<file path="src/rtl/dmem_arbiter.sv">
// Data-memory port arbiter between the core and an external host; the host
// gets bounded bursts while the core waits, unless it holds ext_lock.
module dmem_arbiter #(
  parameter int unsigned EXT_BURST = 4
) (
  input  logic        clk,
  input  logic        rst,
  input  logic        core_req,
  input  logic        core_we,
  input  logic [31:0] core_addr,
  input  logic [31:0] core_wdata,
  output logic [31:0] core_rdata,
  output logic        core_stall,
  input  logic        ext_req,
  input  logic        ext_lock,
  input  logic        ext_we,
  input  logic [31:0] ext_addr,
  input  logic [31:0] ext_wdata,
  output logic        ext_gnt,
  output logic        ext_done,
  output logic [31:0] ext_rdata,
  output logic        mem_we,
  output logic [31:0] mem_addr,
  output logic [31:0] mem_wdata,
  input  logic [31:0] mem_rdata
);

  typedef enum logic {
    OWN_CORE = 1'b0,
    OWN_EXT  = 1'b1
  } owner_e;

  localparam logic [3:0] BurstLast = 4'(EXT_BURST - 1);

  owner_e      owner_q, owner_d;
  logic [3:0]  bcnt_q, bcnt_d;
  logic        ext_done_q, ext_done_d;
  logic [31:0] ext_rdata_q, ext_rdata_d;

  always_ff @(posedge clk) begin
    if (!rst) begin
      owner_q     <= OWN_CORE;
      bcnt_q      <= 4'd0;
      ext_done_q  <= 1'b0;
      ext_rdata_q <= 32'd0;
    end else begin
      owner_q     <= owner_d;
      bcnt_q      <= bcnt_d;
      ext_done_q  <= ext_done_d;
      ext_rdata_q <= ext_rdata_d;
    end
  end

  always_comb begin
    owner_d     = owner_q;
    bcnt_d      = bcnt_q;
    ext_done_d  = 1'b0;
    ext_rdata_d = ext_rdata_q;
    mem_we      = 1'b0;
    mem_addr    = core_addr;
    mem_wdata   = core_wdata;
    core_stall  = 1'b0;
    ext_gnt     = 1'b0;

    case (owner_q)
      OWN_CORE: begin
        mem_we = core_req & core_we;
        if (ext_req) begin
          owner_d = OWN_EXT;
          bcnt_d  = 4'd0;
        end
      end
      OWN_EXT: begin
        mem_we     = ext_req & ext_we;
        mem_addr   = ext_addr;
        mem_wdata  = ext_wdata;
        ext_gnt    = 1'b1;
        core_stall = core_req;
        if (!ext_req) begin
          owner_d = OWN_CORE;
        end else begin
          ext_done_d  = 1'b1;
          ext_rdata_d = mem_rdata;
          if (bcnt_q != 4'hF) begin
            bcnt_d = bcnt_q + 4'd1;
          end
          // The burst limit only yields to a core that is actually waiting.
          if (core_req && !ext_lock && (bcnt_q == BurstLast)) begin
            owner_d = OWN_CORE;
          end
        end
      end
      default: owner_d = OWN_CORE;
    endcase

    if (!rst) begin
      mem_we = 1'b0;
    end
  end

  assign core_rdata = mem_rdata;
  assign ext_done   = ext_done_q;
  assign ext_rdata  = ext_rdata_q;

endmodule

</file>
<file path="config.mk">
export PLATFORM = sky130hd
export DESIGN_NAME = dmem_arbiter
export DESIGN_NICKNAME = d
export VERILOG_FILES = /design/src/rtl/dmem_arbiter.sv
export SDC_FILE = /design/constraint.sdc
export NUM_CORES = 1
export LEC_CHECK = 0
export CAP_MARGIN = 40
export CELL_PAD_IN_SITES_DETAIL_PLACEMENT = 1
export CELL_PAD_IN_SITES_GLOBAL_PLACEMENT = 2
export CORE_ASPECT_RATIO = 1.5
export CORE_UTILIZATION = 14
export DETAILED_ROUTE_END_ITERATION = 7
export HOLD_SLACK_MARGIN = 0.05
export PLACE_DENSITY_LB_ADDON = 0.1
export SYNTH_ARGS = -nofsm -noshare
export SYNTH_HDL_FRONTEND = slang
export SYNTH_SLANG_ARGS = --single-unit
</file>
<file path="constraint.sdc">
create_clock -name clk -period 3.28 [get_ports clk]
set_clock_uncertainty 0.2 [all_clocks]
set_input_delay 0.328 -clock clk [delete_from_list [all_inputs] [get_ports clk]]
set_output_delay 0.328 -clock clk [all_outputs]
set_load 0.02 [all_outputs]
</file>
# [Yosys cells after proc, flatten, opt, wreduce, memory -nomap -nowiden]
# Index checks and enable logic that the tools add are counted.
# W data, S select, Z words.
[word_totals] n_memories=0 word_cells=33 latchBits=0 ramBits=0 rom_bits=0 regBits=38 inputBits=167 out_inout_bits=132
[classes] bitwise=3 mul=0 n_lt_le_gt_ge=0 add_sub_neg=1 reduce_logical=6 div_mod_pow=0 eq_ne=5 shifts=0 n_mux=14
[op_table] op="$mux W32" n=2
[op_table] op="$mux W4" n=3
[op_table] op="$pmux W4 S2" n=1
[op_table] op="$mux W1" n=6
[op_table] op="$add A4 B1 Y4 const B" n=1
[op_table] op="$eq A4 B2 Y1 const B" n=1
[op_table] op="$ne A2 B2 Y1 const B" n=2
[op_table] op="$ne A4 B4 Y1 const B" n=1
[op_table] op="$pmux W1 S2" n=2
[op_table] op="$reduce_and A2 Y1" n=2
[op_table] op="$reduce_and A3 Y1" n=1
[op_table] op="$and A1 B1 Y1" n=2
[op_table] op="$logic_and A1 B1 Y1" n=2
[op_table] op="$ne A2 B1 Y1 const B" n=1
[op_table] op="$logic_not A1 Y1" n=1
[op_table] op="$not A1 Y1" n=1

# [Depth between registers and ports, before layout]
# Gate-level depths: netlist of the first run.
[logic_depth] word_depth=6 depth_mapped=5 mapped_depth_nobuf=4

# [Least setup slack after synthesis of the first run]
# No wires, ideal clock.
[synth_path] path_type="register -> output" startpoint="reg owner_q" endpoint="out mem_addr[0]" path_slack_ns=1.481 required_ns=2.752 path_buffers=2 path_stages_with_launch=4 t_arrival_ns=1.271 cell_sequence="dfxtp_1 > buf_2 > buf_2 > mux2_2"
[synth_between] elab_chain_cells=1
[synth_rtl] item="start: declaration" line="35" text="owner_e owner_q, owner_d;"
[synth_rtl] item="start signal: assignment" line="47" text="owner_q <= owner_d;"
[synth_rtl] item="$mux W32" line="65" text="case (owner_q)"
[synth_rtl] item="end: declaration" line="23" text="output logic [31:0] mem_addr,"
# Every way passes these cells.

# [Worst setup path after layout of the first run]
[layout_path] startpoint="reg owner_q" endpoint="out mem_we"
[layout_between] elab_chain_cells=3
[layout_rtl] item="$not A1 Y1"
[layout_rtl] item="$pmux W1 S2 *" line="65"
[layout_rtl] item="$mux W1 *" line="96" text="if (!rst) begin"
[layout_rtl] item="end: declaration" line="22" text="output logic mem_we,"
# Every way passes the cells marked *; elsewhere a longest branch is shown, timed or not.

==> qor.yml, run 1 <==
r2r_slack_ns: 1.34
drt_pre_antenna_iters: 3
synth-seq-area-share: 0.2886
r2r-end: "ext_rdata[4]"
hold_viol_final: 0
cp_max_fo: 66
post_drt_wl_per_cell_microns: 16.31
yosysUniqueCellTypes: 24
die_h_microns: 170.1
syn_to_final_growth_pct: 118.9
grt_setup_unrepaired: "false"
drv_slew: 0
numClockSinks: 38
status: "completed"
critPathLaunchType: "register"
p_per_area_nw_per_um2: 301.6
synth-edff-count: 0
synth-main-ff-cell: "dfxtp_1"
hold_class: "register to register"
wl_mm: 12.87
grt-ovfl-total: 0
synth_area_leaders: "dfxtp_1 29%, mux2_2 27%, a21boi_2 13%"
ctsResizeCount: 0
ant_nets: 0
post_cts_buffers: 0
final.period_utilization: 0.8095
cp_data_required_time_ns: 2.75
nets: 704
grt_pass1_wl_mm: 18.75
cts_buffers: 5
synthCells: 278
arrival_ns: 2.13
drive_gt1_frac: 0.2034
fill_cells: 2159
crit_chain: "buf_12 -> and2_2 -> nand2_1 -> a21boi_2 -> clkdlybuf4s50_1"
grt_start_max_net_pins: 67
cts_max_level: 2
die_x_microns: 114.0
synthDominantCellAreaShare: 0.2886
tritoncts: "built"
tightest_slew_ns: 0.3782
worstSetupEndpointType: "output port"
mappedNetlistNets: 446
cp_slowest_cell: "clkdlybuf4s50_1"
cts_hold_buf: 0
place.port_buffers: 298
crit_type: "register to output port"
place.gp.congestion: 0.7887
reg2reg_from: "owner_q"
initial_core_util: 0.1427
first_global_vias: 3356
cpPeakStageDelay_ns: 0.61
hpwl_mm: 10.73
synth_area_per_cell_sq_um: 9.483
ir_drop_mv: 0.1554
post-route-min-period_ns: 2.655
die_area_sq_um: 19400
clockRootBuffer: "clkbuf_16"
p_leak_nw: 2.006
holdCritStartpoint: "ext_rdata[8]"
synth_area_leader_cell: "dfxtp_1"
track_usage: 0.1296
row_count: 61
hold_slack_ns: 0.2626
fmax_ghz: 0.3766
layout_setup_ws_ns: 0.6250
holdPathEnd: "ext_rdata[8]"
via_per_inst: 3.831
vias: 3023
finalSetupTns_ns: 0
setup_violations: 0
syn-cell-area_sq_um: 2636
fp.coreArea_sq_um: 18470
relSlewSlack: 0.7479
synth_seq_cells: 38
antenna_found_initial: 1
yosys_warnings: 0
whs_path_depth: 2
reg2reg_depth: 5
place_ws_ns: 0.7481
drcViolationCount: 0
clk_latency_ns: 0.28
maxCapViolations: 0
io_pins: 299
clk_transition_reported_paths_ns: 0.06
drtIter0Drc: 72
synthArstFlopShare: 0
clock_path_buffers: 2
per-layer routing:
| metal | vias up | routed length, microns | GRT usage |
|---|---|---|---|
| met4 | 0 | 468 | 0.06098 |
| met2 | 198 | 6692 | 0.2382 |
| met3 | 23 | 1348 | 0.04986 |
| li1 | 1425 | - | - |
| met1 | 1377 | 4362 | 0.1255 |
| met5 | - | 0 | 0 |
critical path, delay by kind of cell (launching register included):
kind,cells,cell delay [ns]
simple gates,2,0.28
flops,1,0.46
compound gates,1,0.12
buf+inv,2,0.95
synthesized netlist by cell type, types with 2 or more instances:
| cell | instances |
|---|---|
| a21boi_2 | 30 |
| nand3_1 | 2 |
| a21boi_0 | 3 |
| a21oi_1 | 3 |
| buf_8 | 3 |
| nand3b_1 | 3 |
| buf_2 | 8 |
| nand2_1 | 72 |
| dfxtp_1 | 38 |
| mux2_2 | 64 |
| buf_4 | 36 |
| clkbuf_1 | 3 |
| mux2i_1 | 2 |
worst max-delay path by stage:
stage          startpoint           to  depth (start not counted)
2_1_floorplan     owner_q  mem_addr[0]                          3
6_report          owner_q       mem_we                          5
5_1_grt           owner_q       mem_we                          5
3_3_place_gp      ext_req       mem_we                          5
4_1_cts           owner_q       mem_we                          5
3_5_place_dp      ext_req       mem_we                          5
flip-flops by register name, summed over array words and instances (netlist names):
| name | count |
|---|---|
| ext_done | 1 |
| bcnt_q | 4 |
| ext_rdata | 32 |
| owner_q | 1 |
area by class of cell:
type | instances | area, sq um | share of cell area
Clock inverter | 1 | 30.03 | 0.005203
Tap cell | 252 | 315.3 | 0.05463
Antenna cell | 1 | 2.502 | 0.0004336
Timing Repair Buffer | 302 | 3025 | 0.5242
Multi-Input combinational cell | 189 | 1498 | 0.2595
Sequential cell | 38 | 762.0 | 0.1320
Clock buffer | 6 | 138.9 | 0.02406
placed cells by master, fill, tap and decap left out, types with 2 or more instances in the layout:
| cell type | count |
|---|---|
| buf_4 | 3 |
| a21boi_2 | 30 |
| mux2_2 | 64 |
| clkdlybuf4s50_1 | 298 |
| dfxtp_1 | 37 |
| mux2i_1 | 2 |
| nand2_1 | 72 |
| a21oi_1 | 3 |
| nand3_1 | 2 |
| clkbuf_16 | 5 |
| a21boi_0 | 3 |
| nand3b_1 | 3 |
cell families (layout without fill, tap and decap cells):
| family | count (synthesis) | in the layout | share of synthesized area |
|---|---|---|---|
| mux | 66 | 66 | 0.2810 |
| compound gates | 39 | 39 | 0.1514 |
| other cells | 0 | 1 | 0 |
| simple gates | 83 | 83 | 0.1310 |
| flops | 38 | 38 | 0.2886 |
| fa+ha+maj | 1 | 1 | 0.004745 |
| buf+inv | 51 | 309 | 0.1433 |
metrics by stage:
stage	utilization	total power [mW]	cells	cell area, sq um
CTS	0.3124	1.786	788	5769
global placement	0.3032	1.184	781	5600
global route	0.3125	1.827	789	5772
detailed placement	0.3032	1.186	781	5600
finish	0.3125	1.741	789	5772
floorplan	-	0.7909	278	2636
report_power, final:
part	internal [mW]	switching, mW
combinational	0.410	0.273
clock	0.376	0.198
sequential	0.476	0.00910
(Power assumes the default switching activity.)
==> run 2, diff against run 1 <==
--- a/config.mk
+++ b/config.mk
@@ -9,7 +9,7 @@
 export CELL_PAD_IN_SITES_DETAIL_PLACEMENT = 1
 export CELL_PAD_IN_SITES_GLOBAL_PLACEMENT = 2
 export CORE_ASPECT_RATIO = 1.5
-export CORE_UTILIZATION = 14
+export CORE_UTILIZATION = 12
 export DETAILED_ROUTE_END_ITERATION = 7
 export HOLD_SLACK_MARGIN = 0.05
 export PLACE_DENSITY_LB_ADDON = 0.1
==> constraint.sdc (replaced) <==
create_clock -name clk -period 2.4 [get_ports clk]
set_clock_uncertainty 0.2 [all_clocks]
set_input_delay 0.24 -clock clk [delete_from_list [all_inputs] [get_ports clk]]
set_output_delay 0.24 -clock clk [all_outputs]
set_load 0.02 [all_outputs]
==> run 2 against run 1 <==
Highest routed layer is now met5. Global-route usage decreased by 0.48 points. Setup slack got worse by 0.53 ns. Via count increased by 0.96%.
==> qor.yml, run 2 (synthesis results as in run 1) <==
status: "completed"
p_sw_frac: 0.2780  # +0.002650
clk_latency_ns: 0.28  # about the same
initial_core_util: 0.1218  # -0.02088
vias: 3052  # +0.96%
cp_num_buf_inv: 2  # unchanged
p_seq_frac: 0.277  # -0.002
cp_data_required_time_ns: 1.96  # -0.79 ns
tightest_slew_ns: 0.3406  # -0.03756 ns
die_h_microns: 183.5  # +7.9%
hpwl_mm: 12.42  # +16%
place.gp.congestion: 0.7252  # -8.1%
largest_reg_flops: 32  # unchanged
clk_transition_reported_paths_ns: 0.06  # about the same
grt_start_max_net_pins: 40  # -40%
post_drt_wl_per_cell_microns: 17.72  # +8.6%
hold_class: "register to register"
drcViolationCount: 0  # unchanged
place.port_buffers: 298  # unchanged
cts_max_level: 2  # unchanged
track_usage: 0.1247  # -0.004811
worstSetupEndpointType: "output port"
via_per_inst: 3.754  # -2.0%
io_pins: 299  # unchanged
clockRootBuffer: "clkbuf_16"
p_leak_nw: 2.041  # +1.8%
relSlewSlack: 0.7722  # +0.02433
drtIter0Drc: 82  # +14%
grt_pass1_wl_mm: 20.04  # +6.9%
p_int_mw: 1.727  # +37%
fill_cells: 2501  # +16%
wl_mm: 14.41  # +12%
ir_drop_mv: 0.3097  # +99%
numClockSinks: 38  # unchanged
finalSetupTns_ns: 0  # unchanged
cpPeakStageDelay_ns: 0.60  # about the same
p_clk_frac: 0.326  # -0.003
final.period_utilization: 0.9615
p_switching_mw: 0.6648  # +39%
final_common_cell: "clkdlybuf4s50_1"
drv_slew: 0  # unchanged
grt_setup_unrepaired: "false"
tritoncts: "built"
die_area_sq_um: 22580  # +16%
row_count: 66  # +8.2%
fp.coreArea_sq_um: 21640  # +17%
post_cts_buffers: 0  # unchanged
first_global_vias: 3353  # -0.089%
antenna_found_initial: 3  # +2
final_cell_mix: "288 x clkdlybuf4s50_1, 72 x nand2_1, 64 x mux2_2"
cts_buffers: 5  # unchanged
maxCapViolations: 0  # unchanged
combPwrFrac: 0.397  # +0.005
grt-ovfl-total: 0  # unchanged
critPathLaunchType: "register"
nets: 707  # +0.43%
post-route-min-period_ns: 2.308
arrival_ns: 1.87  # -0.26 ns
fmax_ghz: 0.4334
p_per_area_nw_per_um2: 410.8  # +36%
die_x_microns: 123.0  # +7.9%
hold_slack_ns: 0.2625  # -0.00005900 ns
cts_hold_buf: 0  # unchanged
crit_chain: "buf_12 -> mux2_2 -> clkdlybuf4s50_1"
crit_type: "register to output port"
drive_gt1_frac: 0.2263  # +0.02299
syn_to_final_growth_pct: 120.8
cp_max_fo: 36  # -45%
cp_slowest_cell: "clkdlybuf4s50_1"
hold_viol_final: 0  # unchanged
clock_path_buffers: 2  # unchanged
crit_family: "buffers and inverters"
ant_nets: 0  # unchanged
drt_pre_antenna_iters: 4  # +1
setup_violations: 0  # unchanged
ctsResizeCount: 0  # unchanged
## run 2: changes by cell type in the layout (fill, tap and decap cells not counted), sizes merged
cell	before	now
clkdlybuf4s50	298	288
diode	1	2
buf	4	17
## run 2: worst register-to-register path: cells and delay by family, from the launching register on
family          cells  cell delay [ns]
simple gates        2             0.33
flops               1             0.38
compound gates      1             0.13
buf+inv             2             0.48
## run 2: power by group through the flow
stage	Combinational, mW	Sequential (mW)	Clock [mW]
after floorplan	0.384	0.697	0
after global routing	1.01	0.664	0.862
after detailed placement	0.965	0.677	0
after CTS	0.969	0.663	0.826
after global placement	0.959	0.676	0
final	0.949	0.662	0.780
## run 2: final timing paths
path                     start             to  slack (ns)  depth (start not counted)
setup reg to reg       owner_q  ext_rdata[10]        0.81                          5
hold reg to reg   ext_rdata[6]   ext_rdata[6]        0.26                          2
hold / removal    ext_rdata[6]   ext_rdata[6]        0.26                          2
setup / recovery       owner_q  mem_wdata[12]        0.09                          3
## run 2: routing by layer
layer  GRT usage  share of wire
met1      0.1221           0.35
met2      0.2306           0.52
met3     0.05800           0.12
met4     0.03422          0.015
met5           0        0.00083
## run 2: area by class of cell
type	instances	area, sq um	area share
Multi-Input combinational cell	189	1498	0.2573
Antenna cell	2	5.005	0.0008597
Clock buffer	6	138.9	0.02386
Tap cell	272	340.3	0.05846
Clock inverter	1	30.03	0.005158
Sequential cell	38	762.0	0.1309
Timing Repair Buffer	305	3048	0.5235
## run 2: metrics by stage
| step | utilization | area (sq um) | total power [mW] | setup slack [ns] | std cells |
|---|---|---|---|---|---|
| after floorplan | - | 2636 | 1.081 | 0.6888 | 278 |
| after global placement | 0.2610 | 5648 | 1.635 | 0.3605 | 804 |
| after detailed placement | 0.2610 | 5648 | 1.642 | 0.3703 | 804 |
| after CTS | 0.2689 | 5817 | 2.458 | 0.06003 | 811 |
| after global routing | 0.2690 | 5819 | 2.533 | 0.01722 | 812 |
| final | 0.2691 | 5822 | 2.391 | 0.09241 | 813 |
==> run 3, diff against run 2 <==
==> config.mk (replaced) <==
export PLATFORM = sky130hd
export DESIGN_NAME = dmem_arbiter
export DESIGN_NICKNAME = d
export VERILOG_FILES = /design/src/rtl/dmem_arbiter.sv
export SDC_FILE = /design/constraint.sdc
export NUM_CORES = 1
export LEC_CHECK = 0
export CAP_MARGIN = 40
export CORE_AREA = 2 2 116 118
export DETAILED_ROUTE_END_ITERATION = 7
export DIE_AREA = 0 0 118 120
export HOLD_SLACK_MARGIN = 0.05
export PLACE_DENSITY = 0.66
export SYNTH_ARGS = -nofsm -noshare
export SYNTH_HDL_FRONTEND = slang
export SYNTH_SLANG_ARGS = --single-unit
==> run 3 against run 2 <==
Critical path depth stayed put. Critical endpoint is now mem_wdata[17]. Highest routed layer is now met4. Non-clock buffer count is the same. First-iteration DRC count down 7.3%. Critical path type unchanged. Hold slack worse by 0.0020 ns. Largest cell class unchanged.
==> qor.yml, run 3 (synthesis results as in run 1) <==
p_sw_frac: 0.2686  # -0.009335
grt_setup_unrepaired: "false"
use_met3: 0.04990  # -0.008098
place_ws_ns: 0.3083  # -0.06205 ns
placed_cell_area_sq_um: 5540  # -1.9%
num_antenna_cells: 0  # -2
track_usage: 0.1455  # +0.02077
final-instance-count-excl-fill: 716  # -12%
fin_area_sq_um: 5708  # -2.0%
vias: 2876  # -5.8%
fmax_ghz: 0.4368  # +0.80%
crit_family: "buffers and inverters"
drv_slew: 0  # unchanged
use_met1: 0.1462  # +0.02410
hold_class: "register to register"
drt_pre_antenna_iters: 4  # unchanged
nets: 707  # unchanged
p_clk_frac: 0.314  # -0.012
top_usage_layer: "met2"
post_cts_buffers: 0  # unchanged
initial_core_util: 0.2031  # +0.08126
clockRootBuffer: "clkbuf_16"
p_switching_mw: 0.6253  # -5.9%
setup.worst_path.start: "owner_q"
totalPowerFinal_mw: 2.328  # -2.7%
clk_transition_reported_paths_ns: 0.06  # about the same
maxCapViolations: 0  # unchanged
post-route-min-period_ns: 2.289  # -0.01824 ns
grt_start_max_net_pins: 41  # +2.5%
hold_viol_final: 0  # unchanged
final_cell_mix: "298 x clkdlybuf4s50_1, 72 x nand2_1, 64 x mux2_2"
reg2reg_depth: 4  # -1
hold_slack_ns: 0.2605  # -0.002040 ns
whs_path_depth: 2  # unchanged
final_common_cell: "clkdlybuf4s50_1"
reg2reg_from: "owner_q"
hpwl_mm: 9.385  # -24%
relSlewSlack: 0.7718  # about the same
clock_path_buffers: 2  # unchanged
ir_drop_mv: 0.2533  # -18%
clk_latency_ns: 0.27  # about the same
p_int_mw: 1.702  # -1.4%
p_leak_nw: 2.025  # -0.78%
cts_max_level: 2  # unchanged
die_h_microns: 120  # -35%
ant_nets: 0  # unchanged
crit_chain: "buf_12 -> mux2_2 -> clkdlybuf4s50_1"
drcViolationCount: 0  # unchanged
r2r_slack_ns: 0.97  # +0.16 ns
wl_mm: 10.90  # -24%
die_x_microns: 118  # -4.1%
io_pins: 299  # unchanged
fp.coreArea_sq_um: 12980  # -40%
critPathLaunchType: "register"
place.port_buffers: 298  # unchanged
antenna_found_initial: 0  # -3
holdPathEnd: "ext_rdata[31]"
cpPeakStageDelay_ns: 0.57  # -0.03 ns
grt_use_met2: 0.2889  # +0.05832
setup_violations: 0  # unchanged
cp_slowest_cell: "clkdlybuf4s50_1"
syn_to_final_growth_pct: 116.5
cts_buffers: 5  # unchanged
finalSetupTns_ns: 0  # unchanged
first_global_vias: 3068  # -8.5%
cp_data_required_time_ns: 1.96  # about the same
final_util: 0.4398  # +0.1707
status: "completed"
combPwrFrac: 0.401  # +0.004
holdCritStartpoint: "ext_rdata[31]"
largest_reg_flops: 32  # unchanged
cts_hold_buf: 0  # unchanged
p_per_area_nw_per_um2: 407.8  # -0.73%
fill_cells: 1255  # -50%
arrival_ns: 1.85  # -0.02 ns
r2r-end: "ext_rdata[16]"
grt-ovfl-total: 0  # unchanged
drtIter0Drc: 76  # -7.3%
tightest_slew_ns: 0.3423  # +0.001620 ns
cp_num_buf_inv: 2  # unchanged
worstSetupEndpointType: "output port"
via_per_inst: 4.017  # +7.0%
grt_pass1_wl_mm: 16.23  # -19%
cp_max_fo: 30  # -17%
layout_setup_ws_ns: 0.1106  # +0.01824 ns
numClockSinks: 38  # unchanged
tritoncts: "built"
place.gp.congestion: 0.8044  # +11%
die_area_sq_um: 14160  # -37%
row_count: 42  # -36%
p_seq_frac: 0.285  # +0.008
post_drt_wl_per_cell_microns: 15.22  # -14%
crit_type: "register to output port"
drive_gt1_frac: 0.2093  # -0.01709
final.period_utilization: 0.9539  # -0.007600
dpl.cell_count: 708  # -12%
[run 3: worst max-delay path by stage]
stage                                to  depth (start not counted)  slack (ns)
after floorplan             mem_addr[0]                          3        0.69
final                     mem_wdata[17]                          3        0.11
after global routing      mem_wdata[17]                          3        0.05
after detailed placement         mem_we                          5        0.31
after global placement           mem_we                          5        0.30
after CTS                  mem_wdata[5]                          3        0.02
[run 3: timing repair]
action / CTS / global route
setup endpoints to repair: 0 / 30
endpoints found under the hold margin: 0 / 0
gates resized for setup: 0 / 1
[run 3: final cells by class]
type / count / area, sq um / share of cell area
tap: 176 / 220.2 / 0.03858
multi-input combinational: 189 / 1498 / 0.2624
timing repair buffer: 305 / 3060 / 0.5362
clock inverter: 3 / 40.04 / 0.007014
clock buffer: 5 / 125.1 / 0.02192
sequential: 38 / 764.5 / 0.1339
[run 3: power groups by stage]
stage	registers, mW	logic (mW)	clock network, mW
2_1_floorplan	0.697	0.384	0
3_3_place_gp	0.677	0.938	0
3_5_place_dp	0.678	0.943	0
4_1_cts	0.664	0.947	0.762
5_1_grt	0.665	0.981	0.782
6_report	0.663	0.934	0.730
[run 3: per-layer routing]
layer | share of wire | vias to the layer above
met3 | 0.090 | 8
met4 | 0.0084 | 0
li1 | - | 1434
met2 | 0.55 | 152
met1 | 0.35 | 1282
met5 | 0 | -
[run 3: worst reg2reg max path, cell delays in order (launching register included)]
cell and delay (ns):
dfxtp_4 0.42, and2_2 0.18, buf_4 0.30, nand2_1 0.15
a21boi_2 0.12
